==> src/rtl/interrupt_controller_if.sv <==
// Handshake bundle between interrupt_controller and control_unit.
// master = control_unit side, slave = interrupt_controller side.
interface interrupt_controller_if;
    logic        sample;
    logic        int_ack;
    logic        reti;
    logic        int_req;
    logic [15:0] int_vector;
    logic [2:0]  int_src_id;
    logic [1:0]  in_service;

    modport master (
        output sample, int_ack, reti,
        input  int_req, int_vector, int_src_id, in_service
    );

    modport slave (
        input  sample, int_ack, reti,
        output int_req, int_vector, int_src_id, in_service
    );
endinterface

==> src/rtl/interrupt_controller.sv <==
// 8051 interrupt scheduler: edge-latched sources, IE/IP masking, req/ack vector handoff.
// Define INTC_NESTED_PRIO_EN for two-level priority with nesting; default is single level.
module interrupt_controller #(
    parameter int          NUM_SRC    = 5,
    parameter logic [15:0] VEC_BASE   = 16'h0003,
    parameter logic [15:0] VEC_STRIDE = 16'h0008
) (
    input  logic               clock,
    input  logic               reset,
    input  logic [NUM_SRC-1:0] src_level,
    input  logic [7:0]         ie,
    input  logic [NUM_SRC-1:0] ip,
    interrupt_controller_if.slave bus
);
    typedef enum logic [1:0] {S_IDLE, S_REQ, S_ACTIVE} state_t;

    state_t             state, state_nxt;
    logic [NUM_SRC-1:0] pend, prev, clr, elig, allowed, cand, prio_eff;
    logic [1:0]         is_q, is_pop, is_nxt;
    logic               req_q, prio_q;
    logic [15:0]        vec_q, vec_calc;
    logic [2:0]         id_q, win_id;
    logic               take, issue, win_found, win_hi;
    logic               unused_ie;

    assign unused_ie = ^ie;

`ifdef INTC_NESTED_PRIO_EN
    assign prio_eff = ip;
`else
    logic unused_ip;
    assign unused_ip = ^ip;
    assign prio_eff  = '0;
`endif

    // Per-source edge detect and pending latch; a new edge beats an ack clear.
    for (genvar g = 0; g < NUM_SRC; g++) begin : g_lane
        assign clr[g] = take && (id_q == 3'(g));
        always_ff @(posedge clock) begin
            if (reset) begin
                prev[g] <= 1'b0;
                pend[g] <= 1'b0;
            end else begin
                prev[g] <= src_level[g];
                if (src_level[g] && !prev[g]) pend[g] <= 1'b1;
                else if (clr[g])              pend[g] <= 1'b0;
            end
        end
    end

    assign elig = pend & ie[NUM_SRC-1:0] & {NUM_SRC{ie[7]}};

    // RETI pops before anything else looks at the in-service stack.
    always_comb begin
        is_pop = is_q;
        if (bus.reti) begin
            if (is_q[1]) is_pop[1] = 1'b0;
            else         is_pop[0] = 1'b0;
        end
    end

    always_comb begin
        allowed = '0;
`ifdef INTC_NESTED_PRIO_EN
        if (is_pop == 2'b00)      allowed = elig;
        else if (is_pop == 2'b01) allowed = elig & ip;
`else
        if (is_pop == 2'b00)      allowed = elig;
`endif
    end

    always_comb begin
        win_hi    = |(allowed & prio_eff);
        cand      = win_hi ? (allowed & prio_eff) : allowed;
        win_found = |cand;
        win_id    = '0;
        for (int i = NUM_SRC - 1; i >= 0; i--)
            if (cand[i]) win_id = 3'(i);
    end

    assign vec_calc = VEC_BASE + 16'(win_id) * VEC_STRIDE;

    always_ff @(posedge clock) begin
        if (reset) state <= S_IDLE;
        else       state <= state_nxt;
    end

    always_comb begin
        state_nxt = state;
        case (state)
            S_IDLE, S_ACTIVE: begin
                if (bus.sample && win_found) state_nxt = S_REQ;
                else if (is_pop == 2'b00)    state_nxt = S_IDLE;
            end
            S_REQ:   if (bus.int_ack) state_nxt = S_ACTIVE;
            default: state_nxt = S_IDLE;
        endcase
    end

    always_comb begin
        take  = (state == S_REQ) && bus.int_ack;
        issue = ((state == S_IDLE) || (state == S_ACTIVE)) && bus.sample && win_found;
    end

    assign is_nxt = is_pop | (take ? (prio_q ? 2'b10 : 2'b01) : 2'b00);

    // Vector/id/priority are captured at selection and frozen through S_REQ.
    always_ff @(posedge clock) begin
        if (reset) begin
            req_q  <= 1'b0;
            vec_q  <= '0;
            id_q   <= '0;
            prio_q <= 1'b0;
            is_q   <= '0;
        end else begin
            is_q <= is_nxt;
            if (issue) begin
                req_q  <= 1'b1;
                vec_q  <= vec_calc;
                id_q   <= win_id;
                prio_q <= win_hi;
            end else if (take) begin
                req_q <= 1'b0;
            end
        end
    end

    assign bus.int_req    = req_q;
    assign bus.int_vector = vec_q;
    assign bus.int_src_id = id_q;
    assign bus.in_service = is_q;
endmodule

==> src/flat_wrapper.sv <==
// flat-port wrapper written by rule: the top's interface ports become plain ports
module interrupt_controller_flat 
#(
    parameter int          NUM_SRC    = 5,
    parameter logic [15:0] VEC_BASE   = 16'h0003,
    parameter logic [15:0] VEC_STRIDE = 16'h0008
)
  (clock, reset, src_level, ie, ip, bus_sample, bus_int_ack, bus_reti, bus_int_req, bus_int_vector, bus_int_src_id, bus_in_service);
  interrupt_controller_if bus_i ();
  input  logic clock;
  input  logic reset;
  input  logic [NUM_SRC-1:0] src_level;
  input  logic [7:0] ie;
  input  logic [NUM_SRC-1:0] ip;
  input wire logic [$bits(bus_i.sample)-1:0] bus_sample;
  input wire logic [$bits(bus_i.int_ack)-1:0] bus_int_ack;
  input wire logic [$bits(bus_i.reti)-1:0] bus_reti;
  output wire logic [$bits(bus_i.int_req)-1:0] bus_int_req;
  output wire logic [$bits(bus_i.int_vector)-1:0] bus_int_vector;
  output wire logic [$bits(bus_i.int_src_id)-1:0] bus_int_src_id;
  output wire logic [$bits(bus_i.in_service)-1:0] bus_in_service;
  assign bus_i.sample = bus_sample;
  assign bus_i.int_ack = bus_int_ack;
  assign bus_i.reti = bus_reti;
  assign bus_int_req = bus_i.int_req;
  assign bus_int_vector = bus_i.int_vector;
  assign bus_int_src_id = bus_i.int_src_id;
  assign bus_in_service = bus_i.in_service;
  interrupt_controller #(.NUM_SRC(NUM_SRC), .VEC_BASE(VEC_BASE), .VEC_STRIDE(VEC_STRIDE)) u_core (.clock(clock), .reset(reset), .src_level(src_level), .ie(ie), .ip(ip), .bus(bus_i));
endmodule
==> config.mk <==
export PLATFORM = sky130hd
export DESIGN_NAME = interrupt_controller_flat
export DESIGN_NICKNAME = d
export VERILOG_FILES = /design/src/rtl/interrupt_controller_if.sv /design/src/rtl/interrupt_controller.sv /design/src/flat_wrapper.sv
export SDC_FILE = /design/constraint.sdc
export NUM_CORES = 1
export LEC_CHECK = 0
export CORE_MARGIN = 3
export CORE_UTILIZATION = 37
export CTS_BUF_LIST = sky130_fd_sc_hd__clkbuf_8
export CTS_CLUSTER_DIAMETER = 60
export DETAILED_ROUTE_END_ITERATION = 12
export PLACE_DENSITY = 0.78
export SYNTH_ARGS = -nofsm -noshare
export SYNTH_HDL_FRONTEND = slang
export SYNTH_SLANG_ARGS = --single-unit
==> constraint.sdc <==
create_clock -name clock -period 1.1 [get_ports clock]
set_input_delay 0.22 -clock clock [delete_from_list [all_inputs] [get_ports clock]]
set_output_delay 0.22 -clock clock [all_outputs]
set_load 0.01 [all_outputs]
==> impl_metrics.py, run 1 <==
metrics = {
    "run_status": {
        "outcome": "finished with violations",
        "violations": "setup timing",
    },
    "worst_hold_path": {
        "hold_path_class": "input port to register",
    },
    "worst_setup_path": {
        "worstSetupPathType": "register to register",
        "slowest_delay_ns": 0.34,
        "critPathArrivalTime_ns": 1.43,
        "slowest_stage": "dfxtp_2",
        "path_cells": "nand2b_4 > a211oi_4 > o21ai_4 > a31o_1",
        "startpoint_type": "register",
        "endpoint_kind": "register",
        "crit_required_ns": 1.26,
        "cp_max_fo": 5,
    },
    "global_route": {
        "antenna_found_initial": 0,
        "grt_pass1_wl_um": 3864,
        "track_usage": 0.1590,
        "grt_overflow": 0,
        "grt_max_degree": 11,
        "first_global_vias": 850,
    },
    "yosys": {
        "synth_top_area_share": 0.4182,
        "syn_area_sq_um": 909.6,
        "synthTopCellsByArea": "dfxtp_1 42%, buf_4 12%, a21oi_1 6.6%",
        "synth.avg_cell_area_sq_um": 9.378,
        "yosys_warnings": 0,
        "synth-async-reset-ratio": 0,
        "yosysSeqAreaShare": 0.4182,
        "netlist_instances": 97,
        "synth_edf_count": 0,
        "synthDistinctLibCells": 30,
        "ys_ff_latch": 19,
        "post-synth-top-area-cell": "dfxtp_1",
        "ys.flop_type": "dfxtp_1",
    },
    "clock_tree": {
        "cts_made_buffers": 3,
        "cts_tree": "yes",
        "clk_path_buf_depth": 2,
        "cts_root_buf": "clkbuf_8",
        "cts-hold-fix-buffers": 0,
        "clock_sinks": 19,
        "cts.clk_slew.worst_paths_ns": 0.07,
        "cts_max_level": 1,
        "clk_latency_ns": 0.26,
    },
    "finish": {
        "regArea_sq_um": 389.1,
        "multi_input_area_sq_um": 501.7,
        "final_cell_mix": "15 x buf_4, 14 x dfxtp_1, 11 x conb_1",
        "drive_gt1_frac": 0.3796,
        "layout.nets": 161,
        "nFillCells": 186,
        "num_antenna_cells": 0,
        "design_area_sq_mm": 0.001361,
        "layout_commonest_cell": "buf_4",
        "synthToLayoutAreaGrowth_pct": 49.66,
        "finalCoreUtilization": 0.5981,
    },
    "floorplan": {
        "rows": 17,
        "core_sq_mm": 0.002276,
        "die_h_um": 55.58,
        "fp.dieArea_sq_mm": 0.003089,
        "die_x_um": 55.58,
        "start_util": 0.3997,
        "ios": 45,
    },
    "sta": {
        "fin_crit_sh": 1.159,
        "rsz0062_at_grt": "yes",
        "setup_tns_ns": -0.8542,
        "drv_slew": 0,
        "setup_viol": 7,
        "layout_setup_ws_ns": -0.1751,
        "max_freq_ghz": 0.7843,
        "final.min_clock_period_ns": 1.275,
        "finClkSkew_ns": 0.003058,
        "hold_viol_final": 0,
    },
    "routing": {
        "wirelength_um": 2437,
        "routed_via_density": 5.139,
        "ant_nets": 0,
        "avgRoutedWirePerCell_um": 14.77,
        "drt_iter0_drc": 7,
        "remaining_drc_errors": 0,
        "num_vias": 848,
        "first_pass_iters": 4,
    },
    "pwr": {
        "p_per_area_mw_per_mm2": 1114,
        "p_leak_uw": 0.0005639,
        "ir_worst_vdd_uv": 825.6,
        "finalPower_uw": 1517,
    },
    "placed_design": {
        "gp_congestion": 0.7807,
        "post-place-ws_ns": -0.5967,
        "hpwlAfterDp_um": 1658,
        "io_buffers": 26,
        "dpl-instance-area_sq_mm": 0.001251,
    },
    "job": {
        "maxCapViolCount": 0,
    },
}
-- through the flow --
step | cells | hold slack, ns
final | 165 | 0.3155
after global routing | 165 | 0.3379
after CTS | 164 | 0.4444
after detailed placement | 158 | 0.4545
after global placement | 158 | 0.4541
after floorplan | 107 | 0.2961
-- cell usage after synthesis (all sizes together), types with 2 or more instances --
cell type / number
or3b: 2
nand2: 5
a211oi: 2
nand3b: 2
nand2b: 7
nor2b: 6
nand4b: 2
a21oi: 12
o21ai: 3
nand3: 2
buf: 15
o41ai: 2
o31ai: 2
dfxtp: 19
clkbuf: 2
inv: 5
nor3b: 2
-- area by class of cell --
class	count	share of cell area
Multi-Input combinational cell	66	0.3686
Sequential cell	19	0.2858
Timing Repair Buffer	43	0.2730
Clock buffer	3	0.03033
Tap cell	28	0.02574
Inverter	5	0.01379
Clock inverter	1	0.002757
-- layer usage --
metal	wire (um)	part of all wire	vias to the layer above	track usage
met3	161	0.066	11	0.04872
met4	74	0.030	0	0.09028
met5	0	0	-	0
li1	-	-	390	-
met2	1243	0.51	41	0.2753
met1	958	0.39	406	0.1695
-- power by group --
group | total, uW | internal [uW] | switching (uW)
registers | 744 | 723 | 21.5
clock network | 478 | 248 | 230
logic | 295 | 151 | 143
-- timing repair --
item,in CTS,in global routing
pin swaps,10,4
cloned,0,0
setup buffers,2,1
hold endpoints to repair,0,0
gates resized for setup,37,20
endpoints found under the setup margin,20,23
-- final timing paths --
check                                 from  slack [ns]                        to  cells after the start
setup / recovery  u_core.bus.in_service[0]       -0.18  u_core.bus.int_src_id[1]                      4
hold / removal                 bus_int_ack        0.32           u_core.state[0]                      3
setup reg to reg  u_core.bus.in_service[0]       -0.18  u_core.bus.int_src_id[1]                      4
hold reg to reg             u_core.pend[0]        0.47            u_core.pend[0]                      2
-- flip-flops by register name (all words and copies together), names as in the netlist --
name,count
u_core.bus.int_src_id,2
u_core.pend,5
u_core.bus.int_req,1
u_core.state,2
u_core.prev,5
u_core.bus.in_service,2
u_core.bus.int_vector,2
-- worst max-delay path: cells and delay by family, from the launching register on --
kind	cells	cell delay, ns
and+or+nand+nor	1	0.17
DFF	1	0.34
AOI/OAI and AO/OA	3	0.66
-- kinds of logic after synthesis --
kind of cell,after synthesis,share of synthesized area
and+or+nand+nor,29,0.2105
DFF,19,0.4182
buffers and inverters,22,0.1527
muxes,1,0.01100
other,1,0.004123
AOI/OAI and AO/OA,25,0.2036
No activity file was read; power rests on OpenSTA's default activity.
==> run 2: changes to the inputs <==
- SLEW_MARGIN: not set -> 20
==> results of run 2 <==
The final DEF is identical to that of run 1; final timing and power are the same.
==> run 3: changes to the inputs <==
- CELL_PAD_IN_SITES_DETAIL_PLACEMENT: not set -> 1
- CELL_PAD_IN_SITES_GLOBAL_PLACEMENT: not set -> 2
- CORE_UTILIZATION: 37 -> 20
- PLACE_DENSITY: 0.78 -> not set
- PLACE_DENSITY_LB_ADDON: not set -> 0.1
==> run 3 against run 2 <==
The run still ends with setup timing left. Cell count grew 16%. Worst setup slack gained 0.0030 ns. Final area grew 4.1%. Register-to-register slack is essentially flat. Combinational power grew 3%. Critical path type unchanged.
==> impl_metrics.py, run 3 (synthesized netlist as in run 1, its figures left out) <==
metrics = {
    "run_status": {
        "outcome": "finished with violations",
        "violations": "setup timing",
    },
    "clock_tree": {
        "cts_tree": "yes",
        "cts_made_buffers": 3,
        "cts.clk_slew.worst_paths_ns": 0.07,
        "clk_latency_ns": 0.26,
        "cts_max_level": 1,
        "cts_root_buf": "clkbuf_8",
        "cts-hold-fix-buffers": 0,
        "clock_sinks": 19,
        "clk_path_buf_depth": 2,
    },
    "sta": {
        "max_freq_ghz": 0.7861,
        "final.min_clock_period_ns": 1.272,
        "finClkSkew_ns": 0.003344,
        "drv_slew": 0,
        "setup_viol": 8,
        "layout_setup_ws_ns": -0.1721,
        "rsz0062_at_grt": "yes",
        "hold_viol_final": 0,
        "fin_crit_sh": 1.156,
    },
    "worst_setup_path": {
        "endpoint_kind": "register",
        "r2r_slack_ns": -0.17,
        "startpoint_type": "register",
        "slowest_delay_ns": 0.33,
        "worstSetupPathType": "register to register",
        "critPathArrivalTime_ns": 1.43,
        "crit_required_ns": 1.25,
        "path_cells": "nand2b_4 > a211oi_4 > o21ai_4 > a31o_1",
        "cp_top_family": "compound AO/OA/AOI/OAI gates",
        "crit_buf_inv": 0,
        "slowest_stage": "dfxtp_2",
        "cp_max_fo": 5,
    },
    "routing": {
        "wirelength_um": 2541,
        "avgRoutedWirePerCell_um": 13.30,
        "drt_iter0_drc": 28,
        "num_vias": 808,
        "ant_nets": 0,
        "first_pass_iters": 3,
        "routed_via_density": 4.230,
        "remaining_drc_errors": 0,
    },
    "floorplan": {
        "start_util": 0.2165,
        "core_sq_mm": 0.004202,
        "die_x_um": 73.44,
        "fp.dieArea_sq_mm": 0.005393,
        "rows": 23,
        "ios": 45,
        "die_h_um": 73.44,
    },
    "pwr": {
        "p_leak_uw": 0.0005886,
        "p_per_area_mw_per_mm2": 1078,
        "ir_worst_vdd_uv": 599.9,
    },
    "worst_hold_path": {
        "hold_path_class": "input port to register",
    },
    "finish": {
        "drive_gt1_frac": 0.3972,
        "synthToLayoutAreaGrowth_pct": 55.85,
        "num_antenna_cells": 0,
        "nFillCells": 491,
        "reg_top3": "u_core.pend: 5 flops, u_core.prev: 5 flops",
        "layout.nets": 165,
        "regArea_sq_um": 387.9,
        "finalCoreUtilization": 0.3374,
        "layout_commonest_cell": "buf_4",
        "multi_input_area_sq_um": 510.5,
        "final_cell_mix": "17 x buf_4, 15 x dfxtp_1, 11 x conb_1",
    },
    "global_route": {
        "grt_max_degree": 14,
        "grt_overflow": 0,
        "antenna_found_initial": 0,
        "grt_pass1_wl_um": 4160,
        "track_usage": 0.1004,
        "first_global_vias": 863,
    },
    "placed_design": {
        "hpwlAfterDp_um": 1863,
        "gp_congestion": 0.7330,
        "io_buffers": 26,
        "post-place-ws_ns": -0.5970,
    },
    "job": {
        "maxCapViolCount": 0,
    },
}
[run 3: worst reg2reg max path, stage by stage, from the launching register on]
cell	delay [ns]
dfxtp_2	0.33
nand2b_4	0.17
a211oi_4	0.33
o21ai_4	0.14
a31o_1	0.20
[run 3: per-stage QoR]
stage | std cells | setup TNS [ns] | total power [uW] | area (sq um) | hold WS [ns]
6_report | 191 | -0.7621 | 1528 | 1418 | 0.4212
5_1_grt | 191 | -1.628 | 1627 | 1418 | 0.4198
4_1_cts | 189 | -0.7394 | 1538 | 1388 | 0.4222
3_5_place_dp | 183 | -6.279 | 1042 | 1301 | 0.4556
3_3_place_gp | 183 | -6.133 | 1040 | 1301 | 0.4536
2_1_floorplan | 107 | -0.08921 | 914.8 | 970.9 | 0.2961
[run 3: area by class of cell]
type | count | share of cell area
tap | 50 | 0.04413
sequential | 19 | 0.2736
clock buffer | 3 | 0.02913
multi-input combinational | 66 | 0.3601
inverter | 5 | 0.01324
timing repair buffer | 47 | 0.2771
clock inverter | 1 | 0.002648
[run 3: what timing repair did]
action / 4_1_cts / 5_1_grt
pin swaps: 12 / 5
buffers inserted: 2 / 2
setup endpoints to repair: 22 / 23
resized for setup: 36 / 23
[run 3: path summary, 6_finish.rpt]
| check | depth (start not counted) | endpoint | startpoint |
|---|---|---|---|
| max | 4 | u_core.bus.int_src_id[1] | u_core.bus.in_service[0] |
| min | 3 | u_core.state[0] | bus_int_ack |
| max reg2reg | 4 | u_core.bus.int_src_id[1] | u_core.bus.in_service[0] |
| min reg2reg | 2 | u_core.bus.int_req | u_core.bus.int_req |
[run 3: routing by layer]
layer	wire, um	GRT usage	share of wire
met4	36	0.03622	0.014
met2	1293	0.1624	0.51
met1	1067	0.1236	0.42
met5	0	0	0
met3	143	0.03283	0.056
[run 3: power by group]
part           total, uW  switching (uW)  internal (uW)
sequential           741            18.8            723
clock                484             235            249
combinational        303             141            162
total               1530             396           1130
